### config.mk
export PLATFORM = sky130hd
export DESIGN_NAME = mul_8bit_seq
export DESIGN_NICKNAME = d
export VERILOG_FILES = /design/src/rtl/mul_8bit_seq_pkg.sv /design/src/rtl/full_adder_8bit.sv /design/src/rtl/mul_8bit_seq.sv
export SDC_FILE = /design/constraint.sdc
export NUM_CORES = 1
export LEC_CHECK = 0
export ABC_AREA = 1
export ABC_CLOCK_PERIOD_IN_PS = 2450
export CAP_MARGIN = 20
export CORE_MARGIN = 2
export CORE_UTILIZATION = 50
export CTS_CLUSTER_SIZE = 40
export DETAILED_ROUTE_END_ITERATION = 8
export PLACE_DENSITY = 0.82
export RECOVER_POWER = 50
export SLEW_MARGIN = 20
export SYNTH_ARGS = -nofsm -noshare
export SYNTH_HDL_FRONTEND = slang
export SYNTH_HIERARCHICAL = 1
export SYNTH_SLANG_ARGS = --single-unit
### constraint.sdc
create_clock -name clk -period 2.45 [get_ports clk]
set_clock_uncertainty 0.1 [all_clocks]
set_input_delay 0.3675 -clock clk [delete_from_list [all_inputs] [get_ports clk]]
set_output_delay 0.3675 -clock clk [all_outputs]
set_load 0.01 [all_outputs]
### src/rtl/mul_8bit_seq_pkg.sv
// Shared arithmetic definitions for the sequential multiplier slice.
package mul_8bit_seq_pkg;

  typedef enum logic [1:0] {
    IDLE = 2'd0,
    RUN  = 2'd1,
    DONE = 2'd2
  } state_t;

  localparam int MUL_STEPS = 8;

endpackage

### src/rtl/full_adder_8bit.sv
// 8-bit combinational adder with carry-in and carry-out; the multiplier's only arithmetic resource.
module full_adder_8bit (
  input  logic [7:0] a,
  input  logic [7:0] b,
  input  logic       cin,
  output logic [7:0] sum,
  output logic       cout
);

  // Nine-bit add so the carry-out falls out of the top bit.
  always_comb begin
    {cout, sum} = {1'b0, a} + {1'b0, b} + {8'd0, cin};
  end

endmodule

### src/rtl/mul_8bit_seq.sv
// Unsigned 8x8 -> 16 shift-and-add multiplier, one add-shift step per cycle through a shared 8-bit adder.
module mul_8bit_seq
  import mul_8bit_seq_pkg::*;
(
  input  logic        clk,
  input  logic        rst,
  input  logic        start,
  input  logic [7:0]  a,
  input  logic [7:0]  b,
  output logic        ready,
  output logic        done,
  output logic [15:0] product
);

  state_t     state;
  logic [2:0] cnt;
  logic [7:0] mcand;
  logic [7:0] hi;
  logic [7:0] lo;

  logic [7:0] addend;
  logic [7:0] sum;
  logic       cout;

  // The multiplicand only contributes when the current multiplier bit (lo[0]) is set.
  always_comb begin
    addend = lo[0] ? mcand : 8'd0;
  end

  full_adder_8bit u_adder (
    .a    (hi),
    .b    (addend),
    .cin  (1'b0),
    .sum  (sum),
    .cout (cout)
  );

  // Control FSM and accumulator; ready/done are registered alongside the state they describe.
  always_ff @(posedge clk) begin
    if (rst) begin
      state <= IDLE;
      cnt   <= 3'd0;
      mcand <= 8'd0;
      hi    <= 8'd0;
      lo    <= 8'd0;
      ready <= 1'b1;
      done  <= 1'b0;
    end else begin
      case (state)
        IDLE, DONE: begin
          done <= 1'b0;
          if (start) begin
            mcand <= a;
            lo    <= b;
            hi    <= 8'd0;
            cnt   <= 3'd0;
            state <= RUN;
            ready <= 1'b0;
          end else begin
            state <= IDLE;
            ready <= 1'b1;
          end
        end
        RUN: begin
          {hi, lo} <= {cout, sum, lo[7:1]};
          cnt      <= cnt + 3'd1;
          if (cnt == 3'(MUL_STEPS - 1)) begin
            state <= DONE;
            ready <= 1'b1;
            done  <= 1'b1;
          end else begin
            ready <= 1'b0;
            done  <= 1'b0;
          end
        end
        default: begin
          state <= IDLE;
          ready <= 1'b1;
          done  <= 1'b0;
        end
      endcase
    end
  end

  // The accumulator itself is the product; it only moves during RUN or on an accepted start.
  always_comb begin
    product = {hi, lo};
  end

endmodule

==> flow_summary.ini, run 1 <==
[critical_path]
crit_path_frequent_cell = nand2_1
crit_chain = nand2_1 > inv_1 > fa_1 > fa_1 > nand2_1 > nand2_1 > nand2_1 > xnor2_1 > nand2_1 > a21oi_1
path_class = register to register
cp_data_arrival_time_ns = 2.33
crit_required_ns = 2.62
worst-path-buf-inv = 1
max_stage_delay_ns = 0.44
cpLargestDelayFamily = adder cells
setup.worst_path.start_class = register
endpoint_kind = register
cp_slowest_cell = fa_1
cp_max_fo = 10

[sta]
fmax_mhz = 461.0
slew-limit-headroom_pct = 39.25
rsz0062_at_grt = false
tightest_slew_ns = 0.9091
fin_setup_tns_ns = 0
setup_viol = 0
hold_violations = 0
min_period_ns = 2.169
fin_crit_sh_pct = 88.53
slew_violations = 0
timing.hold.ws_ns = 0.3846

[clock_tree]
cts_root_buf = clkbuf_4
hold_buffers = 0
cts_resized = 0
worstSkewPairLatency_ns = 0.34
path_clk_slew_ns = 0.11
numCtsBuffers = 5
post_cts_buffers = 0
htreeDepth = 2
clockBufferDepth = 2
cts_num_sinks = 31
tritoncts = yes

[routing]
drt_first_iter_violations = 55
num_vias = 1542
via_per_inst = 4.789
wire_per_inst_um = 10.59
drc = 0
wl_mm = 3.410
ant_nets = 0
first_pass_iters = 6

[global_routing]
grt_use_total_pct = 19.39
grt_pass1_wl_mm = 6.196
antenna_found_initial = 0
grt_max_degree = 28
grt_pass1_vias = 1450
grt-ovfl-total = 0

[floorplan]
die_w_um = 63.19
dieHeight_um = 63.19
die_area_um2 = 3993
start_util_pct = 52.08
core_area_um2 = 3363
ios = 37
rows = 21

[placement]
placed_cells = 314
place_area_um2 = 2093
place_congestion = 0.7868
port_buffers = 36
hpwl_mm = 2.585

[finish]
finalInstanceArea_um2 = 2133
instances_no_fill = 322
syn_to_final_growth_pct = 21.79
drive_gt1_share_pct = 8.333
nets = 305
diodes = 0

[synth]
syn-cell-area_um2 = 1752
synth_sequential_area_ratio_pct = 35.43
ys_types = 29
syn_inst = 240
yosys_warnings = 6
ys_ff_latch = 31
syn_avg_cell_area_um2 = 7.299
synth_nets = 270

[worst_hold_path]
hold_path_class = register to register

[flow_run]
maxCapViolCount = 0

[power]
leakage_uw = 0.001038
p_total_uw = 1116
p_per_area_nw_per_um2 = 522.9
max-vdd-ir-drop_mv = 0.4187

[status]
status = completed
[synthesized netlist by cell type (all sizes together)]
cell,n,area share [%]
clkbuf,2,0.43
xor2,1,0.50
o21ai,11,3.1
ha,9,6.4
nand3,20,6.0
nand3b,2,1.6
inv,31,7.1
a21oi,16,4.6
buf,7,4.4
nor2,37,8.5
dfxtp,31,35
xnor2,2,1.0
or2,2,1.0
conb,1,0.21
fa,2,2.3
nor3,7,2.0
nand2,59,15
[where the power goes]
part / internal (µW) / switching (µW)
clock: 168 / 180
combinational: 98.9 / 107
sequential: 536 / 25.9
total: 802 / 313
[worst paths after layout]
check              start     end  slack, ns  cells after the start
setup reg to reg   lo[0]   hi[3]       0.28                     10
setup / recovery   lo[0]   hi[3]       0.28                     10
hold reg to reg   cnt[0]  cnt[0]       0.38                      1
hold / removal    cnt[0]  cnt[0]       0.38                      1
[kinds of logic (layout without fill, tap and decap cells)]
kind of cell / Yosys count / in the layout / synth area share [%]
xor+xnor: 3 / 3 / 1.500
flops: 31 / 31 / 35.43
buf+inv: 40 / 76 / 11.86
compound gates: 27 / 27 / 7.714
fa+ha+maj: 11 / 11 / 8.714
simple gates: 127 / 127 / 34.57
other cells: 1 / 1 / 0.2141
[area by class of cell]
type	instances	area (µm²)
Multi-Input combinational cell	169	890.9
Sequential cell	31	620.6
Inverter	31	123.9
Timing Repair Buffer	37	367.9
Fill cell	305	1230
Clock buffer	7	65.06
Clock inverter	1	7.507
Tap cell	46	57.56
[per-stage QoR]
stage                     setup slack, ns  util [%]
after detailed placement           0.2941     62.24
after CTS                          0.2676     64.40
final                              0.2810     63.43
after global routing              0.06255     63.43
after floorplan                    0.2922         -
after global placement             0.3610     62.24
[per-layer routing]
metal  global-route usage [%]  vias up  share of wire (%)
met4                    8.152        0                1.0
met2                    32.45       37                 47
met5                        0        -                  0
li1                         -      823                  -
met3                    4.821        5                4.7
met1                    23.69      677                 47
[cells in the final DEF (no fill, tap or decap), drive strengths merged]
cell / netlist / routed
inv: 31 / 31
nor2: 37 / 37
xnor2: 2 / 2
conb: 1 / 1
clkinvlp: 0 / 1
clkdlybuf4s50: 0 / 35
xor2: 1 / 1
buf: 7 / 1
ha: 9 / 9
nor3: 7 / 7
o21ai: 11 / 11
dfxtp: 31 / 31
clkbuf: 2 / 7
nand3: 20 / 20
nand3b: 2 / 2
fa: 2 / 2
nand2: 59 / 59
a21oi: 16 / 16
dlygate4sd3: 0 / 1
or2: 2 / 2
[sequential cells by signal (all words and copies together), names as in the netlist]
signal,flops
mcand,8
cnt,3
state,2
hi,8
ready,1
done,1
lo,8
(Power assumes the default switching activity.)
==> run 2: changes to the inputs <==
--- a/config.mk
+++ b/config.mk
@@ -9,10 +9,11 @@
 export ABC_CLOCK_PERIOD_IN_PS = 2450
 export CAP_MARGIN = 20
 export CORE_MARGIN = 2
-export CORE_UTILIZATION = 50
+export CORE_UTILIZATION = 45
+export CTS_CLUSTER_DIAMETER = 40
 export CTS_CLUSTER_SIZE = 40
 export DETAILED_ROUTE_END_ITERATION = 8
-export PLACE_DENSITY = 0.82
+export PLACE_DENSITY = 0.75
 export RECOVER_POWER = 50
 export SLEW_MARGIN = 20
 export SYNTH_ARGS = -nofsm -noshare
==> flow_summary.ini, run 2 (synthesized netlist as in run 1, its figures left out) <==
[critical_path]
worstSetupPathDepth = 12
endpoint_kind = register
cpLargestDelayFamily = adder cells
reg2reg_depth = 12
setup.worst_path.start = lo[0]
r2r_end = hi[5]
cp_slowest_cell = fa_1
cp_max_fo = 10
endpoint = hi[5]
setup.worst_path.start_class = register
r2r_start = lo[0]
max_stage_delay_ns = 0.42
path_class = register to register
crit_required_ns = 2.52
crit_chain = nand2_1 > inv_1 > fa_1 > fa_1 > nand2_1 > nand2_1 > nand3b_4 > nand2_1 > nand2_1 > nand2_1 > nand2_1 > a21oi_1
worst-path-buf-inv = 1
cp_data_arrival_time_ns = 2.23
rrSetupSlack_ns = 0.29
crit_path_frequent_cell = nand2_1

[sta]
slew_violations = 0
timing.hold.ws_ns = 0.3717
slew-limit-headroom_pct = 56.24
setup_viol = 0
fmax_mhz = 462.9
fin_setup_tns_ns = 0
rsz0062_at_grt = false
fin_crit_sh_pct = 88.18
hold_violations = 0
min_period_ns = 2.161
tightest_slew_ns = 0.6548

[power]
max-vdd-ir-drop_mv = 0.3747
p_total_uw = 1158
combPwrFrac_pct = 18.0
leakage_uw = 0.001042
p_per_area_nw_per_um2 = 537.7
p_sw_uw = 323.4
clock_power_share_pct = 33.4
sw_frac_of_total_pct = 27.93
p_seq_share_pct = 48.6
internal_power_uw = 834.5

[floorplan]
ios = 37
core_area_um2 = 3689
dieHeight_um = 66.39
start_util_pct = 47.49
rows = 22
die_area_um2 = 4408
die_w_um = 66.39

[clock_tree]
post_cts_buffers = 0
cts_resized = 0
numCtsBuffers = 5
hold_buffers = 0
cts_num_sinks = 31
worstSkewPairLatency_ns = 0.28
htreeDepth = 2
cts_root_buf = clkbuf_8
tritoncts = yes
clockBufferDepth = 2
path_clk_slew_ns = 0.07

[finish]
nFillCells = 371
drive_gt1_share_pct = 7.609
diodes = 0
final_cell_mix = nand2_1, nor2_1, clkdlybuf4s50_1
syn_to_final_growth_pct = 22.93
finalInstanceArea_um2 = 2153
largest_registers = hi: 8 flops, lo: 8 flops, mcand: 8 flops
layout_commonest_cell = nand2_1
fin_util_pct = 58.38
nets = 305

[status]
status = completed

[worst_hold_path]
hold_path_class = register to register

[routing]
first_pass_iters = 4
via_per_inst = 4.682
wire_per_inst_um = 10.85
drc = 0
wl_mm = 3.516
ant_nets = 0
num_vias = 1517
drt_first_iter_violations = 65

[global_routing]
grt_max_degree = 28
antenna_found_initial = 0
grt_pass1_vias = 1333
grt-ovfl-total = 0
grt_pass1_wl_mm = 5.871
grt_use_total_pct = 17.82

[placement]
port_buffers = 36
hpwl_mm = 2.472
place_congestion = 0.7877
place_area_um2 = 2096

[flow_run]
maxCapViolCount = 0
-- run 2: cell types whose count changed in the layout (fill, tap and decap cells not counted), sizes merged --
cell,before,now
clkinv,0,1
clkinvlp,1,0
dlygate4sd3,1,3
clkdlybuf4s50,35,33
-- run 2: per-stage QoR --
step	worst slack (ns)	cells
final	0.2895	324
after global routing	0.1317	324
after CTS	0.2947	324
after detailed placement	0.3074	316
after global placement	0.3639	316
after floorplan	0.2922	240
-- run 2: routing by layer --
| layer | track usage (%) | part of all wire, % | up-vias |
|---|---|---|---|
| li1 | - | - | 822 |
| met1 | 22.42 | 48 | 655 |
| met2 | 28.88 | 46 | 33 |
| met3 | 5.281 | 4.7 | 7 |
| met4 | 6.122 | 1.8 | 0 |
| met5 | 0 | 0 | - |
-- run 2: area by class of cell --
class	count	area [µm²]	share of cell area, %
Clock inverter	1	5.005	0.2324
Sequential cell	31	620.6	28.82
Clock buffer	7	76.32	3.544
Multi-Input combinational cell	169	899.6	41.78
Inverter	31	123.9	5.752
Tap cell	48	60.06	2.789
Timing Repair Buffer	37	367.9	17.08
-- run 2: power by group through the flow --
| stage | Combinational [µW] | Sequential [µW] | Clock [µW] |
|---|---|---|---|
| after floorplan | 144 | 572 | 0 |
| after global placement | 212 | 574 | 0 |
| after detailed placement | 216 | 576 | 0 |
| after CTS | 217 | 564 | 399 |
| after global routing | 236 | 567 | 421 |
| final | 208 | 563 | 387 |
-- run 2: how the worst min path moves through the flow --
stage / from / endpoint / cells after the start
after global routing: cnt[0] / cnt[0] / 1
after CTS: cnt[0] / cnt[0] / 1
after floorplan: cnt[0] / cnt[0] / 1
after global placement: cnt[0] / cnt[0] / 1
after detailed placement: cnt[0] / cnt[0] / 1
final: cnt[0] / cnt[0] / 1
-- run 2: worst register-to-register path: cells and delay by family, from the launching register on --
| kind | cells | cell delay [ns] |
|---|---|---|
| DFF | 1 | 0.41 |
| AOI/OAI and AO/OA | 1 | 0.06 |
| and+or+nand+nor | 8 | 0.59 |
| adders and majority gates | 2 | 0.83 |
| buffers and inverters | 1 | 0.05 |
==> run 3: changes to the inputs <==
--- a/config.mk
+++ b/config.mk
@@ -15,6 +15,7 @@
 export DETAILED_ROUTE_END_ITERATION = 8
 export PLACE_DENSITY = 0.75
 export RECOVER_POWER = 50
+export REMOVE_ABC_BUFFERS = 1
 export SLEW_MARGIN = 20
 export SYNTH_ARGS = -nofsm -noshare
 export SYNTH_HDL_FRONTEND = slang
==> flow_summary.ini, run 3 (synthesized netlist as in run 1, its figures left out) <==
[routing]
first_pass_iters = 4
ant_nets = 0
drt_first_iter_violations = 69
num_vias = 1560
via_per_inst = 4.800
wl_mm = 3.641
drc = 0
wire_per_inst_um = 11.20

[critical_path]
crit_required_ns = 2.56
max_stage_delay_ns = 0.43
path_class = register to register
setup.worst_path.start_class = register
crit_path_frequent_cell = nand2_1
crit_chain = nand2_1 > inv_1 > fa_1 > fa_1 > nand2_1 > nand2_1 > nand3b_4 > nand3_1 > nand2_1 > nand2_1 > a21oi_1
cp_slowest_cell = fa_1
cp_max_fo = 2
reg2reg_depth = 11
endpoint_kind = register
cp_data_arrival_time_ns = 2.20

[clock_tree]
tritoncts = yes
worstSkewPairLatency_ns = 0.28
hold_buffers = 0
cts_num_sinks = 31
numCtsBuffers = 5
post_cts_buffers = 0
path_clk_slew_ns = 0.06
cts_resized = 0
clockBufferDepth = 2
cts_root_buf = clkbuf_8
htreeDepth = 2

[finish]
drive_gt1_share_pct = 8.664
syn_to_final_growth_pct = 23.50
nets = 306
diodes = 0
finalInstanceArea_um2 = 2163
final_cell_mix = nand2_1, nor2_1, clkdlybuf4s50_1
largest_registers = hi: 8 flops, lo: 8 flops, mcand: 8 flops
layout_commonest_cell = nand2_1

[sta]
hold_violations = 0
fin_crit_sh_pct = 85.07
fmax_mhz = 479.8
timing.hold.ws_ns = 0.3763
setup_viol = 0
fin_setup_tns_ns = 0
rsz0062_at_grt = false
min_period_ns = 2.084
tightest_slew_ns = 0.7142
slew-limit-headroom_pct = 52.27
slew_violations = 0

[power]
leakage_uw = 0.001049
p_total_uw = 1164
max-vdd-ir-drop_mv = 0.3888
p_per_area_nw_per_um2 = 537.8

[global_routing]
grt_max_degree = 28
grt_pass1_vias = 1435
grt_pass1_wl_mm = 6.292
grt_use_total_pct = 19.10
antenna_found_initial = 0
grt-ovfl-total = 0

[placement]
hpwl_mm = 2.630
place_congestion = 0.7869
port_buffers = 36
place_area_um2 = 2103

[floorplan]
die_area_um2 = 4408
core_area_um2 = 3689
ios = 37
die_w_um = 66.39
start_util_pct = 47.49
dieHeight_um = 66.39
rows = 22

[flow_run]
maxCapViolCount = 0

[worst_hold_path]
hold_path_depth = 1
hold_path_class = register to register

[status]
status = completed
## run 3: cell type report
cell class	instances	area (µm²)
clock buffer	5	68.82
clock inverter	3	15.01
fill	360	1525
inverter	31	123.9
multi-input combinational	169	899.6
sequential	31	620.6
tap	48	60.06
timing repair buffer	38	375.4
## run 3: through the flow
stage               worst slack [ns]  utilization [%]  cells
finish                        0.3657            58.65    325
global placement              0.4715            57.02    317
global route                  0.2054            58.65    325
detailed placement            0.4063            57.02    317
CTS                           0.3781            59.29    325
floorplan                     0.4099                -    231
## run 3: report_power, final
group / internal, µW / switching (µW)
sequential: 536 / 22.4
clock: 194 / 194
combinational: 101 / 116
## run 3: path summary, 6_finish.rpt
kind	startpoint	to	slack, ns
worst max-delay path	mcand[0]	hi[5]	0.37
worst min-delay path	cnt[0]	cnt[0]	0.38
worst max register to register	mcand[0]	hi[5]	0.37
worst min register to register	cnt[0]	cnt[0]	0.38
## run 3: critical path: cells and delay by family (launching register included)
| family | cells | cell delay [ns] |
|---|---|---|
| compound gates | 1 | 0.16 |
| fa+ha+maj | 2 | 0.85 |
| buf+inv | 1 | 0.05 |
| flops | 1 | 0.31 |
| simple gates | 7 | 0.53 |
## run 3: metal layers
layer | track usage [%] | share of wire (%)
met2 | 30.38 | 48
met3 | 5.622 | 4.1
met1 | 24.06 | 47
met4 | 7.653 | 1.6
met5 | 0 | 0
